$ cat src/rtl/mem_bus_arbiter_if.sv
// Core-side and memory-side bus bundle for mem_bus_arbiter.
// slave = arbiter view, master = core/memory environment view.
interface mem_bus_arbiter_if;
    logic [31:0] ibus_address;
    logic [3:0]  ibus_byteenable;
    logic        ibus_read;
    logic [31:0] ibus_rddata;
    logic        ibus_stall;
    logic [31:0] dbus_address;
    logic [3:0]  dbus_byteenable;
    logic        dbus_read;
    logic        dbus_write;
    logic [31:0] dbus_wrdata;
    logic [31:0] dbus_rddata;
    logic        dbus_stall;
    logic [31:0] mem_address;
    logic [3:0]  mem_byteenable;
    logic        mem_read;
    logic        mem_write;
    logic [31:0] mem_wrdata;
    logic [31:0] mem_rddata;
    logic        mem_ready;
    logic        bus_err;

    modport slave (
        input  ibus_address, ibus_byteenable, ibus_read,
        output ibus_rddata, ibus_stall,
        input  dbus_address, dbus_byteenable, dbus_read,
        input  dbus_write, dbus_wrdata,
        output dbus_rddata, dbus_stall,
        output mem_address, mem_byteenable, mem_read,
        output mem_write, mem_wrdata,
        input  mem_rddata, mem_ready,
        output bus_err
    );

    modport master (
        output ibus_address, ibus_byteenable, ibus_read,
        input  ibus_rddata, ibus_stall,
        output dbus_address, dbus_byteenable, dbus_read,
        output dbus_write, dbus_wrdata,
        input  dbus_rddata, dbus_stall,
        input  mem_address, mem_byteenable, mem_read,
        input  mem_write, mem_wrdata,
        output mem_rddata, mem_ready,
        input  bus_err
    );
endinterface

$ cat src/rtl/mem_bus_arbiter.sv
// Shares one memory port between ibus and dbus with a watchdog abort.
// Define ARB_ROUND_ROBIN_EN for round-robin; default is dbus priority.
module mem_bus_arbiter #(
    parameter int unsigned TIMEOUT  = 255,
    parameter logic [31:0] ERR_DATA = 32'hDEADBEEF
) (
    input logic              clk,
    input logic              rst,
    mem_bus_arbiter_if.slave bus
);
    localparam logic [1:0] IDLE    = 2'd0;
    localparam logic [1:0] GRANT_I = 2'd1;
    localparam logic [1:0] GRANT_D = 2'd2;

    localparam bit          WD_EN   = (TIMEOUT != 0);
    localparam logic [31:0] WD_LAST = 32'(TIMEOUT - 1);

    logic [1:0]  state_q, state_d;
    logic [31:0] addr_q, addr_d;
    logic [31:0] wdat_q, wdat_d;
    logic [3:0]  be_q, be_d;
    logic        rd_q, rd_d;
    logic        wr_q, wr_d;
    logic        last_d_q, last_d_d;
    logic [31:0] wdog_q, wdog_d;
    logic        err_q;

    logic req_i, req_d, pick_d;
    logic gnt_i, gnt_d, grant;
    logic expire, done;

    assign req_i = bus.ibus_read;
    assign req_d = bus.dbus_read | bus.dbus_write;

`ifdef ARB_ROUND_ROBIN_EN
    // On contention, favour whichever bus did not win last time.
    assign pick_d = req_d & (~req_i | ~last_d_q);
`else
    assign pick_d = req_d;
`endif

    assign gnt_i  = (state_q == GRANT_I);
    assign gnt_d  = (state_q == GRANT_D);
    assign grant  = gnt_i | gnt_d;
    assign expire = WD_EN & grant & ~bus.mem_ready & (wdog_q == WD_LAST);
    assign done   = grant & (bus.mem_ready | expire);

    always_comb begin
        state_d  = state_q;
        addr_d   = addr_q;
        wdat_d   = wdat_q;
        be_d     = be_q;
        rd_d     = rd_q;
        wr_d     = wr_q;
        last_d_d = last_d_q;
        wdog_d   = wdog_q;
        unique case (state_q)
            IDLE: begin
                if (req_i | req_d) begin
                    wdog_d   = '0;
                    last_d_d = pick_d;
                    if (pick_d) begin
                        state_d = GRANT_D;
                        addr_d  = bus.dbus_address;
                        be_d    = bus.dbus_byteenable;
                        wdat_d  = bus.dbus_wrdata;
                        wr_d    = bus.dbus_write;
                        rd_d    = bus.dbus_read & ~bus.dbus_write;
                    end else begin
                        state_d = GRANT_I;
                        addr_d  = bus.ibus_address;
                        be_d    = bus.ibus_byteenable;
                        wr_d    = 1'b0;
                        rd_d    = 1'b1;
                    end
                end
            end
            GRANT_I, GRANT_D: begin
                if (done) begin
                    state_d = IDLE;
                    rd_d    = 1'b0;
                    wr_d    = 1'b0;
                end else if (WD_EN) begin
                    wdog_d = wdog_q + 32'd1;
                end
            end
            default: state_d = IDLE;
        endcase
    end

    always_ff @(posedge clk or posedge rst) begin
        if (rst) begin
            state_q  <= IDLE;
            addr_q   <= '0;
            wdat_q   <= '0;
            be_q     <= '0;
            rd_q     <= 1'b0;
            wr_q     <= 1'b0;
            last_d_q <= 1'b0;
            wdog_q   <= '0;
            err_q    <= 1'b0;
        end else begin
            state_q  <= state_d;
            addr_q   <= addr_d;
            wdat_q   <= wdat_d;
            be_q     <= be_d;
            rd_q     <= rd_d;
            wr_q     <= wr_d;
            last_d_q <= last_d_d;
            wdog_q   <= wdog_d;
            err_q    <= expire;
        end
    end

    always_comb begin
        bus.ibus_rddata = '0;
        bus.dbus_rddata = '0;
        unique case (1'b1)
            gnt_i & bus.mem_ready: bus.ibus_rddata = bus.mem_rddata;
            gnt_i & expire:        bus.ibus_rddata = ERR_DATA;
            gnt_d & bus.mem_ready: bus.dbus_rddata = bus.mem_rddata;
            gnt_d & expire:        bus.dbus_rddata = ERR_DATA;
            default: ;
        endcase
    end

    assign bus.ibus_stall = req_i & ~(gnt_i & (bus.mem_ready | expire));
    assign bus.dbus_stall = req_d & ~(gnt_d & (bus.mem_ready | expire));

    assign bus.mem_address    = addr_q;
    assign bus.mem_byteenable = be_q;
    assign bus.mem_read       = rd_q;
    assign bus.mem_write      = wr_q;
    assign bus.mem_wrdata     = wdat_q;
    assign bus.bus_err        = err_q;
endmodule
$ cat src/flat_wrapper.sv
// flat-port wrapper written by rule: the top's interface ports become plain ports
module mem_bus_arbiter_flat 
#(
    parameter int unsigned TIMEOUT  = 255,
    parameter logic [31:0] ERR_DATA = 32'hDEADBEEF
)
  (clk, rst, bus_ibus_address, bus_ibus_byteenable, bus_ibus_read, bus_ibus_rddata, bus_ibus_stall, bus_dbus_address, bus_dbus_byteenable, bus_dbus_read, bus_dbus_write, bus_dbus_wrdata, bus_dbus_rddata, bus_dbus_stall, bus_mem_address, bus_mem_byteenable, bus_mem_read, bus_mem_write, bus_mem_wrdata, bus_mem_rddata, bus_mem_ready, bus_bus_err);
  mem_bus_arbiter_if bus_i ();
  input logic clk;
  input logic rst;
  input wire logic [$bits(bus_i.ibus_address)-1:0] bus_ibus_address;
  input wire logic [$bits(bus_i.ibus_byteenable)-1:0] bus_ibus_byteenable;
  input wire logic [$bits(bus_i.ibus_read)-1:0] bus_ibus_read;
  output wire logic [$bits(bus_i.ibus_rddata)-1:0] bus_ibus_rddata;
  output wire logic [$bits(bus_i.ibus_stall)-1:0] bus_ibus_stall;
  input wire logic [$bits(bus_i.dbus_address)-1:0] bus_dbus_address;
  input wire logic [$bits(bus_i.dbus_byteenable)-1:0] bus_dbus_byteenable;
  input wire logic [$bits(bus_i.dbus_read)-1:0] bus_dbus_read;
  input wire logic [$bits(bus_i.dbus_write)-1:0] bus_dbus_write;
  input wire logic [$bits(bus_i.dbus_wrdata)-1:0] bus_dbus_wrdata;
  output wire logic [$bits(bus_i.dbus_rddata)-1:0] bus_dbus_rddata;
  output wire logic [$bits(bus_i.dbus_stall)-1:0] bus_dbus_stall;
  output wire logic [$bits(bus_i.mem_address)-1:0] bus_mem_address;
  output wire logic [$bits(bus_i.mem_byteenable)-1:0] bus_mem_byteenable;
  output wire logic [$bits(bus_i.mem_read)-1:0] bus_mem_read;
  output wire logic [$bits(bus_i.mem_write)-1:0] bus_mem_write;
  output wire logic [$bits(bus_i.mem_wrdata)-1:0] bus_mem_wrdata;
  input wire logic [$bits(bus_i.mem_rddata)-1:0] bus_mem_rddata;
  input wire logic [$bits(bus_i.mem_ready)-1:0] bus_mem_ready;
  output wire logic [$bits(bus_i.bus_err)-1:0] bus_bus_err;
  assign bus_i.ibus_address = bus_ibus_address;
  assign bus_i.ibus_byteenable = bus_ibus_byteenable;
  assign bus_i.ibus_read = bus_ibus_read;
  assign bus_ibus_rddata = bus_i.ibus_rddata;
  assign bus_ibus_stall = bus_i.ibus_stall;
  assign bus_i.dbus_address = bus_dbus_address;
  assign bus_i.dbus_byteenable = bus_dbus_byteenable;
  assign bus_i.dbus_read = bus_dbus_read;
  assign bus_i.dbus_write = bus_dbus_write;
  assign bus_i.dbus_wrdata = bus_dbus_wrdata;
  assign bus_dbus_rddata = bus_i.dbus_rddata;
  assign bus_dbus_stall = bus_i.dbus_stall;
  assign bus_mem_address = bus_i.mem_address;
  assign bus_mem_byteenable = bus_i.mem_byteenable;
  assign bus_mem_read = bus_i.mem_read;
  assign bus_mem_write = bus_i.mem_write;
  assign bus_mem_wrdata = bus_i.mem_wrdata;
  assign bus_i.mem_rddata = bus_mem_rddata;
  assign bus_i.mem_ready = bus_mem_ready;
  assign bus_bus_err = bus_i.bus_err;
  mem_bus_arbiter #(.TIMEOUT(TIMEOUT), .ERR_DATA(ERR_DATA)) u_core (.clk(clk), .rst(rst), .bus(bus_i));
endmodule
$ cat config.mk
export PLATFORM = sky130hd
export DESIGN_NAME = mem_bus_arbiter_flat
export DESIGN_NICKNAME = d
export VERILOG_FILES = /design/src/rtl/mem_bus_arbiter_if.sv /design/src/rtl/mem_bus_arbiter.sv /design/src/flat_wrapper.sv
export SDC_FILE = /design/constraint.sdc
export NUM_CORES = 1
export LEC_CHECK = 0
export CAP_MARGIN = 30
export CORE_ASPECT_RATIO = 0.75
export CORE_MARGIN = 2
export CORE_UTILIZATION = 45
export DETAILED_ROUTE_END_ITERATION = 16
export PLACE_DENSITY = 0.88
export REMOVE_ABC_BUFFERS = 1
export SKIP_LAST_GASP = 1
export SLEW_MARGIN = 10
export SYNTH_ARGS = -nofsm -noshare
export SYNTH_HDL_FRONTEND = slang
export SYNTH_SLANG_ARGS = --single-unit
$ cat constraint.sdc
create_clock -name clk -period 10.92 [get_ports clk]
set_clock_uncertainty 0.15 [all_clocks]
set_input_delay 2.184 -clock clk [delete_from_list [all_inputs] [get_ports clk]]
set_output_delay 2.184 -clock clk [all_outputs]
set_load 0.02 [all_outputs]
Yosys cells after proc, flatten, opt, wreduce, memory -nomap -nowiden
Cells that the tools add are included.
W data, S select, Z words.

storage, ports and cells
  input port bits = 142
  bits in registers = 105
  output and inout bits = 137

cells by class
  bitwise operators = 20
  eq/ne operators = 6
  reduce and logical (&&, ||, !) cells = 8
  multiplexer cells = 18
  $add $sub $neg = 1

operators with widths
  kind                     number
  $pmux W32 S2             3
  $mux W32                 3
  $add A32 B1 Y32 const B  1
  $eq A32 B8 Y1 const B    1
  $and A1 B1 Y1            12
  $reduce_and A3 Y1        3
  $mux W2                  3
  $mux W1                  5
  $mux W4                  1
  $ne A2 B1 Y1 const B     2
  $not A1 Y1               4
  $or A1 B1 Y1             4
  $pmux W1 S2              2
  $pmux W2 S2              1
  $reduce_and A2 Y1        2
  $eq A2 B1 Y1 const B     1
  $eq A2 B2 Y1 const B     1
  $logic_not A2 Y1         1
  $ne A2 B2 Y1 const B     1
  $reduce_bool A2 Y1       1
  $reduce_or A2 Y1         1

Depth between registers and ports, before layout
  depth in word-level cells = 8
  mapped depth = 9

Worst setup path before layout
OpenSTA, ideal clock, no wires.

  kind = input to output
  start = input bus_mem_ready
  end = output bus_dbus_stall
  path slack = 5.263 ns
  stages on the path = 6
  data arrival time = 3.323 ns
  path buffers = 2
  cells stage by stage = nor2b_1 -> nor3b_1 -> and2_1 -> buf_4 -> buf_4 -> nor3_1

between the ends
  cells in the longest elaborated chain, start to end = 7

RTL lines
  item                        RTL line                source
  start: declaration          flat_wrapper.sv:29      input wire logic [$bits(bus_i.mem_ready)-1:0] bus_mem_ready;
  $not A1 Y1                  mem_bus_arbiter.sv:45   assign expire = WD_EN & grant & ~bus.mem_ready & (wdog_q == WD_LAST);
  $and A1 B1 Y1 (2 in a row)  mem_bus_arbiter.sv:45
  named net u_core.expire     mem_bus_arbiter.sv:30   logic expire, done;
  $or A1 B1 Y1                mem_bus_arbiter.sv:128  assign bus.dbus_stall = req_d & ~(gnt_d & (bus.mem_ready | expire));
  $and A1 B1 Y1               mem_bus_arbiter.sv:128
  $not A1 Y1                  mem_bus_arbiter.sv:128
  $and A1 B1 Y1               mem_bus_arbiter.sv:128
  end: declaration            flat_wrapper.sv:22      output wire logic [$bits(bus_i.dbus_stall)-1:0] bus_dbus_stall;

The timed path passes the listed nets, and every way through them passes these cells.

Final worst setup path
  start = input bus_mem_ready
  end = output bus_dbus_rddata[28]

between the ends
  cells in the longest elaborated chain, start to end = 5
  elaborated cells on any way between the ends = 6
  classes of those cells = mux (1); bitwise (5)

RTL lines
  item                        RTL line                source
  $not A1 Y1                  mem_bus_arbiter.sv:45
  $and A1 B1 Y1 (2 in a row)  mem_bus_arbiter.sv:45
  named net u_core.expire     mem_bus_arbiter.sv:30
  $and A1 B1 Y1               mem_bus_arbiter.sv:122  gnt_d & expire: bus.dbus_rddata = ERR_DATA;
  $pmux W32 S2                mem_bus_arbiter.sv:118  unique case (1'b1)
  end: declaration            flat_wrapper.sv:21      output wire logic [$bits(bus_i.dbus_rddata)-1:0] bus_dbus_rddata;

The timed path passes the listed nets, and every way through them passes these cells.

==> impl_metrics.ini <==
[outcome]
status = finished, final reports clean

[synth]
synth_top_area_cell = dfrtp_1
synth.distinct_cells = 55
synth_area_sq_um = 5782
ys_seq_elements = 105
synth_edf_count = 0
syn_area_per_cell_sq_um = 9.588
synth_seq_area_share_pct = 45.44
synth_ff_type = dfrtp_1
yosysWarnings = 0
synth_top_area_share_pct = 45.44
synth.area.top_cells = dfrtp_1 45%, nand2_1 7.1%, mux2i_1 6.4%, mux2_2 6.2%, a21o_1 3.6%
synthCells = 603
async_flop_share_pct = 100.0

[cts]
cts_resized = 0
clk_pin_slew_ns = 0.07
cts_tree = yes
numCtsBuffers = 9
cts_buffer_depth = 2
clk_latency_ns = 0.35
cts-root-buf = clkbuf_16
hold_buffers = 0
cts_setup_buffers = 0
clock_sinks = 105
htreeDepth = 3

[timing]
timing.final.crit_share_pct = 68.05
finalHoldViolCount = 0
tightest_slew_ns = 0.9118
relSlewSlack_pct = 39.21
layout_min_cycle_time_ns = 7.431
max_freq_mhz = 134.6
tns_ns = 0
setup_viol_count_final = 0
maxSlewViolCount = 0
rsz0062_at_grt = no

[global_routing]
grt_util_all_layers_pct = 28.64
grt_overflow = 0
grt_max_degree = 79
grt_pass1_wl_um = 30760
grt_pass1_vias = 5821
grt_antenna_before_repair = 0

[floorplan]
start_util_pct = 46.65
io_pins = 279
die_w_um = 134.9
dieArea_sq_um = 13780
die_y_um = 102.2
row_count = 35
core_sq_um = 12390

[routing]
route.detailed.drc = 0
drt_wl_total_um = 20060
routedWlPerCell_um = 19.59
via_count = 5858
avgViaCountPerCell = 5.721
dr.pass1.iters = 5
ant_nets = 0
drt-initial-drc-count = 592

[power]
cellPowerDensity_nw_per_um2 = 234.4
clkPwrFrac_pct = 15.1
p_switching_mw = 0.8916
pwr-share-seq_pct = 29.4
p_int_mw = 1.207
ir_drop_uv = 154.3
p_sw_share_pct = 42.48
p_leak_nw = 3.978
p_comb_share_pct = 55.5

[setup_path]
cp.required_ns = 8.59
path_cells = clkdlybuf4s50_1 > nor2b_1 > nor3b_1 > and2_1 > a21o_1 > clkdlybuf4s50_1
critPathLaunchType = input pin
crit_path_end_kind = primary output
worst_path_most_repeated_cell = clkdlybuf4s50_1
crit_type = input pin to primary output
critical-path-max-stage-delay_ns = 0.80
crit_arrival_ns = 5.10
crit_path_max_fanout = 25
worst-r2r-setup-slack_ns = 7.65
slowest_stage = and2_1

[flow_run]
cap_violations = 0

[min_path]
hp-class = register to register

[placement]
dp.final_hpwl_um = 15250
portBuffers = 278
place_congestion = 0.9714

[finish]
layout.nets = 1000
antennaDiodeCount = 0
drive_gt1_share_pct = 7.809
utilization_pct = 72.27
nFillCells = 883
synthToLayoutAreaGrowth_pct = 54.90
## kinds of logic (layout without fill, tap and decap cells)
group           count (synthesis)  in the layout  share of synthesized area [%]
buf+inv                        58            313                          4.350
simple gates                  231            231                          19.82
fa+ha+maj                       5              5                          1.082
flops                         105            105                          45.44
mux                            69             69                          12.64
compound gates                135            135                          16.66
## Yosys cell counts (all sizes together) (3+ instances only)
cell type  count
a31oi          9
or4            4
o31ai         10
nor4          16
o31a           5
nor4b          4
and3          27
clkbuf        29
mux2          32
a221o          6
nand2        109
inv           13
dfrtp        105
a21o          28
o311ai         6
nor2          12
nand4         15
and2           8
mux2i         37
o21ai         45
o211a          3
buf           16
nor3          11
a21oi          5
or2            3
ha             5
nand3         17
## routing by layer
metal  up-vias  global-route usage (%)  share of wire, %  wire length, um
li1       2699                       -                 -                -
met1      2786                   33.93                38             7596
met2       320                   51.66                50            10040
met3        53                   6.994               9.1             1824
met4         0                   9.474               3.0              600
met5         -                       0                 0                0
## metrics by stage
stage               instance area (sq um)  setup slack, ns  total power [mW]  cells  hold slack [ns]
finish                               8956            3.489             2.099   1024           0.3311
global route                         8956            3.244             2.202   1024           0.3584
CTS                                  8917            3.528             2.089   1021           0.3347
detailed placement                   8627            3.530             1.769   1005           0.3190
global placement                     8627            3.759             1.726   1005           0.3108
floorplan                            5579            2.884             1.227    558           0.3403
## power groups by stage
stage                     clock network [mW]  registers [mW]  logic [mW]
after floorplan                            0           0.773       0.453
after global placement                     0           0.611        1.11
after detailed placement                   0           0.622        1.15
after CTS                              0.319           0.616        1.15
after global routing                   0.337           0.632        1.23
final                                  0.316           0.617        1.17
## final timing paths
path                       cells after the start                        from                    endpoint
min in group asynchronous                      2                         rst   u_core.bus.mem_wrdata[18]
hold / removal                                 2  u_core.bus.mem_address[21]  u_core.bus.mem_address[21]
hold reg to reg                                2  u_core.bus.mem_address[21]  u_core.bus.mem_address[21]
setup reg to reg                               8           u_core.state_q[0]           u_core.wdog_q[13]
setup / recovery                               6               bus_mem_ready         bus_dbus_rddata[28]
max in group asynchronous                      3                         rst  u_core.bus.mem_address[25]
## worst max-delay path: cells and delay by family
family / cells / cell delay, ns
AND/OR/NAND/NOR: 3 / 1.50
buffers and inverters: 2 / 1.26
AO/OA/AOI/OAI: 1 / 0.15
## final cells by class
| cell class | instances | area [sq um] | area share (%) |
|---|---|---|---|
| clock buffers | 10 | 239.0 | 2.668 |
| clock inverters | 6 | 51.30 | 0.5728 |
| inverters | 13 | 51.30 | 0.5728 |
| multi-input cells | 440 | 2935 | 32.77 |
| flip-flops and latches | 105 | 2628 | 29.34 |
| well taps | 166 | 207.7 | 2.319 |
| repair buffers | 284 | 2844 | 31.75 |
## flip-flops by register name, summed over array words and instances (netlist names)
name,cells
u_core.bus.mem_address,32
u_core.bus.mem_wrdata,32
u_core.wdog_q,32
u_core.bus.mem_byteenable,4
u_core.state_q,2
u_core.bus.bus_err,1
u_core.bus.mem_read,1
u_core.bus.mem_write,1
## placed cells by master (no fill, tap or decap), drive strengths merged, types with 3 or more instances in the layout
master         synthesis  routed
dfrtp                105     105
mux2i                 37      37
and3                  27      27
nand2                109     109
nor3                  11      11
a221o                  6       6
nand3                 17      17
inv                   13      15
buf                   16       6
and2                   8       8
nor4b                  4       4
a31oi                  9       9
o31ai                 10      10
clkinvlp               0       3
nand4                 15      15
ha                     5       5
o211a                  3       3
or2                    3       3
clkdlybuf4s50          0     278
o21ai                 45      45
or4                    4       4
nor2                  12      12
o31a                   5       5
mux2                  32      32
nor4                  16      16
clkbuf                29      10
a21oi                  5       5
a21o                  28      28
o311ai                 6       6
Note: power is estimated with default switching activity, not from simulation.
